[config.mk]
export PLATFORM = sky130hd
export DESIGN_NAME = pipe_hazard_ctrl
export DESIGN_NICKNAME = d
export VERILOG_FILES = /design/src/rtl/pipe_ctrl_pkg.sv /design/src/rtl/mem_wait_timer.sv /design/src/rtl/pipe_hazard_ctrl.sv
export SDC_FILE = /design/constraint.sdc
export NUM_CORES = 1
export LEC_CHECK = 0
export BUFFER_PORTS_ARGS = -buffer_cell sky130_fd_sc_hd__buf_4
export CORE_UTILIZATION = 30
export CTS_CLUSTER_SIZE = 12
export DETAILED_ROUTE_END_ITERATION = 12
export SLEW_MARGIN = 40
export SYNTH_ARGS = -nofsm -noshare
export SYNTH_HDL_FRONTEND = slang
export SYNTH_HIERARCHICAL = 1
export SYNTH_SLANG_ARGS = --single-unit
[constraint.sdc]
create_clock -name clk -period 2.5 [get_ports clk]
set_clock_uncertainty 0.05 [all_clocks]
set_input_delay 0.5 -clock clk [delete_from_list [all_inputs] [get_ports clk]]
set_output_delay 0.5 -clock clk [all_outputs]
set_load 0.005 [all_outputs]
[src/rtl/pipe_ctrl_pkg.sv]
// Shared opcode constants and stall-FSM encoding for the pipeline hazard controller.
package pipe_ctrl_pkg;

   typedef enum logic [1:0] {
      ST_RUN      = 2'b00,
      ST_MEM_WAIT = 2'b01,
      ST_ERR      = 2'b10
   } stall_state_t;

   localparam logic [5:0] OP_R   = 6'b000000;
   localparam logic [5:0] OP_J   = 6'b000010;
   localparam logic [5:0] OP_BEQ = 6'b000100;
   localparam logic [5:0] OP_LW  = 6'b100011;
   localparam logic [5:0] OP_SW  = 6'b101011;

   // Instructions whose rt field is a source operand rather than a destination.
   function automatic logic readsRt(input logic [5:0] op);
      return (op == OP_R) || (op == OP_SW) || (op == OP_BEQ);
   endfunction

endpackage

[src/rtl/mem_wait_timer.sv]
// Saturating data-memory wait counter; clr loads 1 (the first wait cycle), expired flags MEM_TIMEOUT.
import pipe_ctrl_pkg::*;

module mem_wait_timer #(
   parameter int MEM_TIMEOUT = 15
) (
   input  logic clk,
   input  logic rst,
   input  logic clr,
   input  logic inc,
   output logic expired
);

   localparam int CW = $clog2(MEM_TIMEOUT + 1);
   localparam logic [CW-1:0] LIMIT = CW'(MEM_TIMEOUT);

   logic [CW-1:0] r_count;

   // Saturates at LIMIT so the counter can never wrap back to a small value.
   always_ff @(posedge clk) begin
      if (rst) begin
         r_count <= '0;
      end else if (clr) begin
         r_count <= CW'(1);
      end else if (inc && (r_count != LIMIT)) begin
         r_count <= r_count + 1'b1;
      end
   end

   assign expired = (r_count == LIMIT);

endmodule

[src/rtl/pipe_hazard_ctrl.sv]
// Five-stage pipeline hazard controller: load-use stall, branch/jump flush, data-memory freeze.
// Define DMEM_WAIT_EN to enable the memory-wait freeze, timeout counter and ERR state.
import pipe_ctrl_pkg::*;

module pipe_hazard_ctrl #(
   parameter int MEM_TIMEOUT = 15
) (
   input  logic       clk,
   input  logic       rst,
   input  logic [5:0] id_opcode,
   input  logic [4:0] id_rs,
   input  logic [4:0] id_rt,
   input  logic       ex_branch_taken,
   input  logic       mem_access,
   input  logic       dmem_ready,
   output logic       pc_we,
   output logic       ifid_we,
   output logic       idex_we,
   output logic       exmem_we,
   output logic       ifid_flush,
   output logic       idex_flush,
   output logic       memwb_bubble,
   output logic [1:0] stall_state,
   output logic       mem_timeout_err
);

   stall_state_t r_state;
   stall_state_t w_nextState;
   logic         r_ldValid;
   logic [4:0]   r_ldRt;
   logic         w_loadUse;
   logic         w_memStall;
   logic         w_timerClr;
   logic         w_timerInc;
   logic         w_expired;

`ifdef DMEM_WAIT_EN
   logic r_memErr;

   assign w_memStall = mem_access && !dmem_ready;

   mem_wait_timer #(
      .MEM_TIMEOUT(MEM_TIMEOUT)
   ) u_timer (
      .clk    (clk),
      .rst    (rst),
      .clr    (w_timerClr),
      .inc    (w_timerInc),
      .expired(w_expired)
   );

   always_ff @(posedge clk) begin
      if (rst) begin
         r_memErr <= 1'b0;
      end else if (w_nextState == ST_ERR) begin
         r_memErr <= 1'b1;
      end
   end

   assign mem_timeout_err = r_memErr;
`else
   logic w_unusedMem;

   assign w_memStall      = 1'b0;
   assign w_expired       = 1'b0;
   assign mem_timeout_err = 1'b0;
   assign w_unusedMem     = ^{mem_access, dmem_ready, w_timerClr, w_timerInc};
`endif

   assign w_loadUse = r_ldValid && (r_ldRt != 5'd0) &&
                      ((r_ldRt == id_rs) || ((r_ldRt == id_rt) && readsRt(id_opcode)));

   always_ff @(posedge clk) begin
      if (rst) begin
         r_state <= ST_RUN;
      end else begin
         r_state <= w_nextState;
      end
   end

   // Tracks whether the instruction now entering EX is a load, for next-cycle load-use detection.
   always_ff @(posedge clk) begin
      if (rst) begin
         r_ldValid <= 1'b0;
         r_ldRt    <= 5'd0;
      end else if (idex_we) begin
         r_ldValid <= (id_opcode == OP_LW) && !idex_flush;
         r_ldRt    <= id_rt;
      end
   end

   // Priority: memory freeze, then taken branch, then load-use, then jump.
   always_comb begin
      w_nextState  = r_state;
      w_timerClr   = 1'b0;
      w_timerInc   = 1'b0;
      pc_we        = 1'b1;
      ifid_we      = 1'b1;
      idex_we      = 1'b1;
      exmem_we     = 1'b1;
      ifid_flush   = 1'b0;
      idex_flush   = 1'b0;
      memwb_bubble = 1'b0;

      if (r_state == ST_ERR) begin
         pc_we    = 1'b0;
         ifid_we  = 1'b0;
         idex_we  = 1'b0;
         exmem_we = 1'b0;
      end else if (w_memStall) begin
         pc_we        = 1'b0;
         ifid_we      = 1'b0;
         idex_we      = 1'b0;
         exmem_we     = 1'b0;
         memwb_bubble = 1'b1;
         if (r_state == ST_RUN) begin
            w_nextState = ST_MEM_WAIT;
            w_timerClr  = 1'b1;
         end else if (w_expired) begin
            w_nextState = ST_ERR;
         end else begin
            w_timerInc = 1'b1;
         end
      end else begin
         w_nextState = ST_RUN;
         if (ex_branch_taken) begin
            ifid_flush = 1'b1;
            idex_flush = 1'b1;
         end else if (w_loadUse) begin
            pc_we      = 1'b0;
            ifid_we    = 1'b0;
            idex_flush = 1'b1;
         end else if (id_opcode == OP_J) begin
            ifid_flush = 1'b1;
         end
      end
   end

   assign stall_state = r_state;

endmodule

After elaboration in Yosys (flattened, before gate mapping)
Index checks and enable logic that the tools add are counted.
{"block": "totals", "regBits": 6, "in_bits": 21, "output_inout_bits": 10, "wordCells": 25}
{"block": "op_classes", "eq_ne": 6, "n_mux": 7, "n_reduce_logical": 10}
{"operator": "equality test 6 bit (second input constant)", "n": 2}
{"operator": "equality test 5 bit", "n": 2}
{"operator": "2-to-1 mux 1 bit", "n": 7}
{"operator": "equality test 6 x 2 -> 1 bit (second input constant)", "n": 1}
{"operator": "equality test 6 x 3 -> 1 bit (second input constant)", "n": 1}
{"operator": "zero test 6 bit", "n": 1}
{"operator": "nonzero test 5 bit", "n": 1}
{"operator": "logical AND 1 bit", "n": 4}
{"operator": "logical OR 1 bit", "n": 3}
{"operator": "zero test 1 bit", "n": 1}

Longest topological paths before layout
Gate-level depths: netlist of run 1.
{"block": "logic_depth", "word_depth": 10, "mapped_depth": 5}

Worst setup path after synthesis of run 1
No wires, ideal clock.
{"block": "synth_path", "kind": "input-to-output", "startpoint": "input port id_opcode[1]", "endpoint": "output port pc_we", "arrival_time_ps": 1639, "required_ps": 1950, "path_slack_ps": 311, "stages": 5, "path_cell_list": "nor4_2 > a21oi_1 > or4b_4 > a21o_1 > buf_4"}
{"block": "synth_between", "elab_chain_len": 8, "word_cells_on_any_way": 10, "classes_between": "eq/ne (2); mux (2); reduce/logical (6)"}
{"item": "from (decl)", "line_no": "pipe_hazard_ctrl.sv:10", "rtl": "input logic [5:0] id_opcode,"}
{"item": "equality test 6 bit / zero test 6 bit (equally long branches)", "line_no": "pipe_ctrl_pkg.sv:18", "rtl": "return (op == OP_R) || (op == OP_SW) || (op == OP_BEQ);"}
{"item": "logical OR 1 bit", "line_no": "pipe_ctrl_pkg.sv:18"}
{"item": "logical OR 1 bit *", "line_no": "pipe_ctrl_pkg.sv:18"}
{"item": "logical AND 1 bit *", "line_no": "pipe_hazard_ctrl.sv:71", "rtl": "((r_ldRt == id_rs) || ((r_ldRt == id_rt) && readsRt(id_opcode)));"}
{"item": "logical OR 1 bit *", "line_no": "pipe_hazard_ctrl.sv:71"}
{"item": "logical AND 1 bit *", "line_no": "pipe_hazard_ctrl.sv:70", "rtl": "assign w_loadUse = r_ldValid && (r_ldRt != 5'd0) &&"}
{"item": "2-to-1 mux 1 bit * (2 in series)"}
{"item": "to (decl)", "line_no": "pipe_hazard_ctrl.sv:16", "rtl": "output logic pc_we,"}
Every way passes the cells marked *; elsewhere a longest branch is shown, timed or not.

Final worst setup path of run 1
{"block": "layout_path", "startpoint": "input port id_opcode[1]", "endpoint": "output port ifid_we"}
{"block": "layout_between", "elab_chain_len": 8, "word_cells_on_any_way": 10, "classes_between": "eq/ne (2); mux (2); reduce/logical (6)"}
{"item": "equality test 6 bit / zero test 6 bit (equally long branches)", "line_no": "pipe_ctrl_pkg.sv:18"}
{"item": "logical OR 1 bit", "line_no": "pipe_ctrl_pkg.sv:18"}
{"item": "logical OR 1 bit *", "line_no": "pipe_ctrl_pkg.sv:18"}
{"item": "logical AND 1 bit *", "line_no": "pipe_hazard_ctrl.sv:71"}
{"item": "logical OR 1 bit *", "line_no": "pipe_hazard_ctrl.sv:71"}
{"item": "logical AND 1 bit *", "line_no": "pipe_hazard_ctrl.sv:70"}
{"item": "2-to-1 mux 1 bit *", "line_no": "pipe_hazard_ctrl.sv:129", "rtl": "end else if (w_loadUse) begin"}
{"item": "2-to-1 mux 1 bit *", "line_no": "pipe_hazard_ctrl.sv:126", "rtl": "if (ex_branch_taken) begin"}
{"item": "to (decl)", "line_no": "pipe_hazard_ctrl.sv:17", "rtl": "output logic ifid_we,"}
Marked as above.

==> flow_metrics.py, run 1 <==
metrics = {
    "synthesis": {
        "synth_area_um2": 437.9,
        "synth_edf_count": 0,
        "synthTopCellsByArea": "dfxtp_1, xnor2_1, buf_4, nor2b_1, xor2_1",
        "synth_commonest_cells": "buf_4, xnor2_1, dfxtp_1",
        "synth-main-ff-cell": "dfxtp_1",
        "synthArstFlopShare": 0,
        "synth_top_area_share": 0.2743,
        "synth_area_leader_cell": "dfxtp_1",
        "synthCells": 49,
        "yosysUniqueCellTypes": 23,
        "ys_warn_count": 6,
        "synth_area_per_cell_um2": 8.937,
        "synth-seq-area-share": 0.2743,
        "ys_ff_latch": 6,
    },
    "routing": {
        "drt-total-wl_um": 853,
        "postRouteAntennaNets": 0,
        "dr.pass1.iters": 2,
        "drt_iter0_markers": 5,
        "vias": 390,
        "wl_per_cell_um": 9.919,
        "viasPerCell": 4.535,
        "drc": 0,
    },
    "pwr": {
        "p_per_area_nw_per_um2": 417.6,
        "cellLeakagePower_uw": 0.0002725,
        "ir_drop_mv": 0.3231,
    },
    "sta": {
        "fin_tns_setup_ps": 0,
        "finalCritPeriodShare": 0.9317,
        "period_needed_ps": 2329,
        "hold_violations": 0,
        "slew_viol_final": 0,
        "setup_viol": 0,
        "max_freq_ghz": 0.4293,
        "rsz0062_at_grt": "no",
    },
    "setup_path": {
        "cp_max_fo": 2,
        "worstPathArrival_ps": 1780,
        "endpoint_kind": "primary output",
        "crit_required_ps": 1950,
        "cp-start-kind": "input port",
        "path_class": "in -> out",
    },
    "finish": {
        "final_net_count": 94,
        "fillCellCount": 157,
        "utilization": 0.4550,
        "syn2layout_area_growth_pct": 38.57,
        "final_cells": 86,
        "multi_input_area_um2": 280.3,
        "drive_gt1_frac": 0.4225,
        "antenna_cells": 0,
        "seqCellArea_um2": 120.1,
    },
    "placed_design": {
        "dp.cells": 83,
        "dp_hpwl_um": 707.3,
        "finalWeightedCongestion": 0.7306,
        "port_buffers": 22,
    },
    "clock_tree": {
        "clock_latency_ps": 250,
        "cts.htree.levels": 1,
        "root_buffer": "clkbuf_4",
        "cts_resized": 0,
        "cts_buffer_depth": 2,
        "clk_pin_slew_ps": 50,
        "cts_num_sinks": 6,
        "cts_tree": "built",
        "cts_setup_buffers": 0,
        "cts_hold_buf": 0,
        "cts_buffers": 3,
    },
    "die": {
        "io_pins": 31,
        "die_area_um2": 1616,
        "core_um2": 1334,
        "start_util": 0.3283,
        "die_h_um": 40.21,
        "rows": 13,
        "fp.dieW_um": 40.21,
    },
    "global_route": {
        "grt_first_pass_wirelength_um": 1455,
        "track_usage": 0.1414,
        "overflow": 0,
        "grt_pass1_vias": 373,
        "antenna_found_initial": 0,
        "grt_max_degree": 7,
    },
    "hold_path": {
        "hold_path.class": "in -> reg",
    },
    "outcome": {
        "status": "complete, no violations",
    },
    "flow_run": {
        "max-cap-violations": 0,
    },
}
logic make-up after synthesis:
family,after synthesis,synth area share
other cells,2,0.01715
buf+inv,7,0.1200
flops,6,0.2743
simple gates,20,0.3171
xor+xnor,10,0.2000
compound gates,4,0.07143
cells in the final DEF (no fill, tap or decap), drive strengths merged, types with 2 or more instances in the layout:
cell,count
or4,2
buf,22
nor2,3
xor2,3
conb,6
dfxtp,6
xnor2,7
nor2b,5
clkbuf,3
state kept, by name (all words and copies together), names as in the netlist:
name and flops:
r_ldRt 5, r_ldValid 1
through the flow:
| step | setup WS (ps) | total power [uW] | cell area (um^2) | hold WS, ps |
|---|---|---|---|---|
| floorplan | 310.9 | 138.7 | 452.9 | 521.6 |
| global placement | 162.8 | 165.2 | 584.3 | 633.1 |
| detailed placement | 167.0 | 166.0 | 584.3 | 636.1 |
| CTS | 163.9 | 259.7 | 606.8 | 418.8 |
| global route | 126.4 | 272.6 | 606.8 | 418.5 |
| finish | 170.8 | 253.4 | 606.8 | 423.7 |
worst max-delay path, stage by stage:
cell	delay, ps
buf_4	110
nor4_2	250
a21oi_1	60
or4b_4	520
a21o_1	200
buf_4	130
layer usage:
metal | vias up | global-route usage | wire [um]
li1 | 201 | - | -
met1 | 170 | 0.1611 | 372
met2 | 19 | 0.2298 | 404
met3 | 0 | 0.1000 | 77
met4 | 0 | 0 | 0
met5 | - | 0 | 0
cell type report:
cell class | count | area share
repair buffers | 22 | 0.2722
well taps | 15 | 0.03093
clock buffers | 3 | 0.03711
multi-input cells | 40 | 0.4619
flip-flops and latches | 6 | 0.1979
worst paths after layout:
| kind | startpoint | to | slack [ps] | depth (start not counted) |
|---|---|---|---|---|
| max | id_opcode[1] | ifid_we | 170 | 6 |
| max reg2reg | r_ldRt[0]$_SDFF_PP0_ | r_ldValid$_SDFF_PP0_ | 1030 | 4 |
| min | rst | r_ldRt[0]$_SDFF_PP0_ | 420 | 2 |
| min reg2reg | r_ldValid$_SDFF_PP0_ | r_ldValid$_SDFF_PP0_ | 640 | 3 |
power breakdown:
part           switching, uW  total, uW  internal (uW)
Sequential              4.47        105            100
Combinational           22.3       58.8           36.5
Clock                   35.4       89.7           54.3
(Power assumes the default switching activity.)
==> run 2: changes to the inputs <==
--- a/config.mk
+++ b/config.mk
@@ -9,6 +9,7 @@
 export CORE_UTILIZATION = 30
 export CTS_CLUSTER_SIZE = 12
 export DETAILED_ROUTE_END_ITERATION = 12
+export PLACE_DENSITY = 0.68
 export SLEW_MARGIN = 40
 export SYNTH_ARGS = -nofsm -noshare
 export SYNTH_HDL_FRONTEND = slang
==> flow_metrics.py, run 2 (same netlist as run 1, synthesis figures left out) <==
metrics = {
    "outcome": {
        "status": "complete, no violations",
    },
    "setup_path": {
        "worstPathArrival_ps": 1780,
        "endpoint_kind": "primary output",
        "r2r_cells": 4,
        "cp-start-kind": "input port",
        "ff2ff_setup_slack_ps": 1020,
        "path_class": "in -> out",
        "cp_max_fo": 2,
        "r2r_end": "r_ldValid$_SDFF_PP0_",
        "reg2reg_from": "r_ldRt[0]$_SDFF_PP0_",
        "crit_required_ps": 1950,
    },
    "placed_design": {
        "dp_hpwl_um": 763.7,
        "placed_area_um2": 584.3,
        "finalWeightedCongestion": 0.7658,
        "port_buffers": 22,
    },
    "clock_tree": {
        "cts_num_sinks": 6,
        "clock_latency_ps": 240,
        "cts_resized": 0,
        "clk_pin_slew_ps": 50,
        "cts_hold_buf": 0,
        "cts.htree.levels": 1,
        "cts_tree": "built",
        "cts_setup_buffers": 0,
        "cts_buffers": 3,
        "cts_buffer_depth": 2,
        "root_buffer": "clkbuf_4",
    },
    "sta": {
        "slew_viol_final": 0,
        "hold_violations": 0,
        "holdWs_ps": 415.0,
        "rsz0062_at_grt": "no",
        "max_freq_ghz": 0.4285,
        "setup_viol": 0,
        "fin_tns_setup_ps": 0,
        "period_needed_ps": 2334,
        "finalCritPeriodShare": 0.9335,
    },
    "hold_path": {
        "hold_start": "rst",
        "min_path_cells": 2,
        "hold_path.class": "in -> reg",
        "min_to": "r_ldRt[3]$_SDFF_PP0_",
    },
    "pwr": {
        "p_per_area_nw_per_um2": 419.0,
        "p_total_uw": 254.2,
        "ir_drop_mv": 0.1963,
        "cellLeakagePower_uw": 0.0002725,
    },
    "finish": {
        "layout_commonest_cell": "buf_4",
        "antenna_cells": 0,
        "largest_registers": "r_ldRt x5, r_ldValid x1",
        "final_net_count": 94,
        "layout_common_cells": "buf_4, xnor2_1, conb_1, dfxtp_1, nor2b_1",
        "utilization": 0.4550,
        "drive_gt1_frac": 0.4225,
        "top_register": "r_ldRt",
        "fin_area_um2": 606.8,
        "fillCellCount": 145,
        "syn2layout_area_growth_pct": 38.57,
        "largest_reg_flops": 5,
    },
    "global_route": {
        "grt_pass1_vias": 377,
        "grt_first_pass_wirelength_um": 1504,
        "track_usage": 0.1388,
        "antenna_found_initial": 0,
        "grt_max_degree": 7,
        "overflow": 0,
    },
    "die": {
        "start_util": 0.3283,
        "rows": 13,
        "core_um2": 1334,
        "io_pins": 31,
        "die_area_um2": 1616,
        "die_h_um": 40.21,
        "fp.dieW_um": 40.21,
    },
    "routing": {
        "postRouteAntennaNets": 0,
        "viasPerCell": 4.465,
        "vias": 384,
        "dr.pass1.iters": 4,
        "wl_per_cell_um": 10.52,
        "drc": 0,
        "drt_iter0_markers": 4,
        "drt-total-wl_um": 905,
    },
    "flow_run": {
        "max-cap-violations": 0,
    },
}
-- run 2: cell counts in the layout (fill, tap and decap cells not counted) --
No cell type changed its count.
-- run 2: area by class of cell --
class | instances | area (um^2) | share of cell area
tap | 15 | 18.77 | 0.03093
timing repair buffer | 22 | 165.2 | 0.2722
sequential | 6 | 120.1 | 0.1979
clock buffer | 3 | 22.52 | 0.03711
multi-input combinational | 40 | 280.3 | 0.4619
-- run 2: critical path: stages --
cell and delay [ps]:
buf_4 110, nor4_2 240, a21oi_1 70, or4b_4 520, a21o_1 210, buf_4 130
-- run 2: worst max-delay path by stage --
stage / cells after the start / startpoint / slack (ps) / end
detailed placement: 6 / id_opcode[1] / 170 / pc_we
floorplan: 5 / id_opcode[1] / 310 / pc_we
CTS: 6 / id_opcode[1] / 160 / pc_we
finish: 6 / id_opcode[1] / 170 / pc_we
global route: 6 / id_opcode[1] / 60 / ifid_we
global placement: 6 / id_opcode[1] / 160 / ifid_we
-- run 2: metrics by stage --
step	setup slack, ps	cells
CTS	164.5	86
global route	62.05	86
finish	166.3	86
global placement	164.2	83
floorplan	310.9	53
detailed placement	167.2	83
-- run 2: layer usage --
metal | vias to the layer above | track usage | part of all wire | wire [um]
met5 | - | 0 | 0 | 0
met4 | 0 | 0.05000 | 0 | 0
met3 | 0 | 0.01667 | 0.054 | 49
met2 | 16 | 0.2298 | 0.50 | 456
met1 | 170 | 0.1833 | 0.44 | 399
li1 | 198 | - | - | -
-- run 2: report_power, final --
group	total, uW	switching (uW)	leakage (uW)	internal [uW]
clock	89.9	35.5	0.0000138	54.4
combinational	59.2	22.6	0.000209	36.5
sequential	105	4.79	0.0000497	100
==> run 3: changes to the inputs <==
--- a/config.mk
+++ b/config.mk
@@ -6,10 +6,12 @@
 export NUM_CORES = 1
 export LEC_CHECK = 0
 export BUFFER_PORTS_ARGS = -buffer_cell sky130_fd_sc_hd__buf_4
-export CORE_UTILIZATION = 30
+export CELL_PAD_IN_SITES_DETAIL_PLACEMENT = 0
+export CELL_PAD_IN_SITES_GLOBAL_PLACEMENT = 1
+export CORE_UTILIZATION = 26
 export CTS_CLUSTER_SIZE = 12
 export DETAILED_ROUTE_END_ITERATION = 12
-export PLACE_DENSITY = 0.68
+export PLACE_DENSITY = 0.81
 export SLEW_MARGIN = 40
 export SYNTH_ARGS = -nofsm -noshare
 export SYNTH_HDL_FRONTEND = slang
==> flow_metrics.py, run 3 (same netlist as run 1, synthesis figures left out) <==
metrics = {
    "outcome": {
        "status": "complete, no violations",
    },
    "routing": {
        "wl_per_cell_um": 9.333,
        "drt_iter0_markers": 2,
        "drt-total-wl_um": 812,
        "drc": 0,
        "viasPerCell": 4.494,
        "dr.pass1.iters": 4,
        "postRouteAntennaNets": 0,
        "vias": 391,
    },
    "pwr": {
        "pwr-share-clk": 0.340,
        "ir_drop_mv": 0.1774,
        "internal-power_uw": 191.0,
        "p_per_area_nw_per_um2": 407.5,
        "power_switching_uw": 56.77,
        "cellLeakagePower_uw": 0.0002725,
        "p_comb_frac": 0.236,
        "swShare": 0.2291,
        "seqPwrFrac": 0.424,
        "p_total_uw": 247.8,
    },
    "clock_tree": {
        "cts_resized": 0,
        "cts_num_sinks": 6,
        "root_buffer": "clkbuf_4",
        "cts_tree": "built",
        "cts_hold_buf": 0,
        "cts.htree.levels": 1,
        "clk_pin_slew_ps": 40,
        "cts_setup_buffers": 0,
        "clock_latency_ps": 230,
        "cts_buffers": 3,
        "cts_buffer_depth": 2,
    },
    "flow_run": {
        "max-cap-violations": 0,
    },
    "finish": {
        "largest_registers": "r_ldRt x5, r_ldValid x1",
        "multi_input_area_um2": 280.3,
        "fillCellCount": 166,
        "drive_gt1_frac": 0.4225,
        "top_register": "r_ldRt",
        "seqCellArea_um2": 120.1,
        "final_net_count": 94,
        "syn2layout_area_growth_pct": 38.86,
        "antenna_cells": 0,
        "layout_commonest_cell": "buf_4",
        "layout_common_cells": "buf_4, xnor2_1, conb_1, dfxtp_1, nor2b_1",
        "largest_reg_flops": 5,
    },
    "sta": {
        "rsz0062_at_grt": "no",
        "max_freq_ghz": 0.4282,
        "hold_violations": 0,
        "finalCritPeriodShare": 0.9340,
        "period_needed_ps": 2335,
        "fin_tns_setup_ps": 0,
        "setup_viol": 0,
        "slew_viol_final": 0,
    },
    "die": {
        "rows": 14,
        "die_h_um": 43.04,
        "fp.dieW_um": 43.04,
        "die_area_um2": 1852,
        "core_um2": 1541,
        "start_util": 0.2841,
        "io_pins": 31,
    },
    "setup_path": {
        "cp_max_fo": 2,
        "ff2ff_setup_slack_ps": 1030,
        "crit_required_ps": 1950,
        "reg2reg_from": "r_ldRt[0]$_SDFF_PP0_",
        "path_class": "in -> out",
        "worstPathArrival_ps": 1790,
        "r2r_cells": 4,
        "r2r_end": "r_ldValid$_SDFF_PP0_",
        "cp-start-kind": "input port",
        "endpoint_kind": "primary output",
    },
    "global_route": {
        "grt_pass1_vias": 338,
        "antenna_found_initial": 0,
        "track_usage": 0.09503,
        "overflow": 0,
        "grt_first_pass_wirelength_um": 1304,
        "grt_max_degree": 7,
    },
    "hold_path": {
        "hold_start": "rst",
        "min_path_cells": 2,
        "min_to": "r_ldRt[2]$_SDFF_PP0_",
        "hold_path.class": "in -> reg",
    },
    "placed_design": {
        "dp_hpwl_um": 705.3,
        "finalWeightedCongestion": 0.7744,
        "port_buffers": 22,
    },
}
run 3: layout make-up:
cell class	instances	share of cell area
clock buffers	3	0.03704
multi-input cells	40	0.4609
flip-flops and latches	6	0.1975
well taps	16	0.03292
repair buffers	22	0.2716
run 3: how the worst max path moves through the flow:
stage	from	endpoint	slack [ps]	depth (start not counted)
finish	id_opcode[1]	ifid_we	160	6
global route	id_opcode[1]	ifid_we	80	6
CTS	id_opcode[1]	ifid_we	160	6
detailed placement	id_opcode[1]	ifid_we	160	6
global placement	id_opcode[1]	pc_we	170	6
floorplan	id_opcode[1]	pc_we	310	5
run 3: power groups by stage:
stage / Combinational (uW) / Clock, uW / Sequential (uW)
global placement: 58.5 / 0 / 107
floorplan: 32.7 / 0 / 106
finish: 58.6 / 84.1 / 105
CTS: 59.3 / 90.3 / 105
detailed placement: 58.9 / 0 / 107
global route: 64.3 / 96.1 / 106
run 3: per-layer routing:
metal	vias up	share of wire	wire length, um	track usage
li1	200	-	-	-
met1	175	0.44	354	0.1111
met2	16	0.48	386	0.1545
met3	0	0.089	72	0.03830
met4	0	0	0	0.03636
met5	-	0	0	0
run 3: critical path, stage by stage:
cell and delay [ps]:
buf_4 110, nor4_2 240, a21oi_1 70, or4b_4 520
a21o_1 210, buf_4 130
run 3: stage by stage:
stage / instances / worst slack, ps / instance area (um^2) / utilization / hold WS, ps
after detailed placement: 84 / 163.3 / 585.6 / 0.3799 / 636.0
after global placement: 84 / 168.6 / 585.6 / 0.3799 / 634.3
after floorplan: 53 / 310.9 / 452.9 / - / 521.6
after CTS: 87 / 160.6 / 608.1 / 0.3945 / 421.4
after global routing: 87 / 79.61 / 608.1 / 0.3945 / 418.4
final: 87 / 164.9 / 608.1 / 0.3945 / 425.6
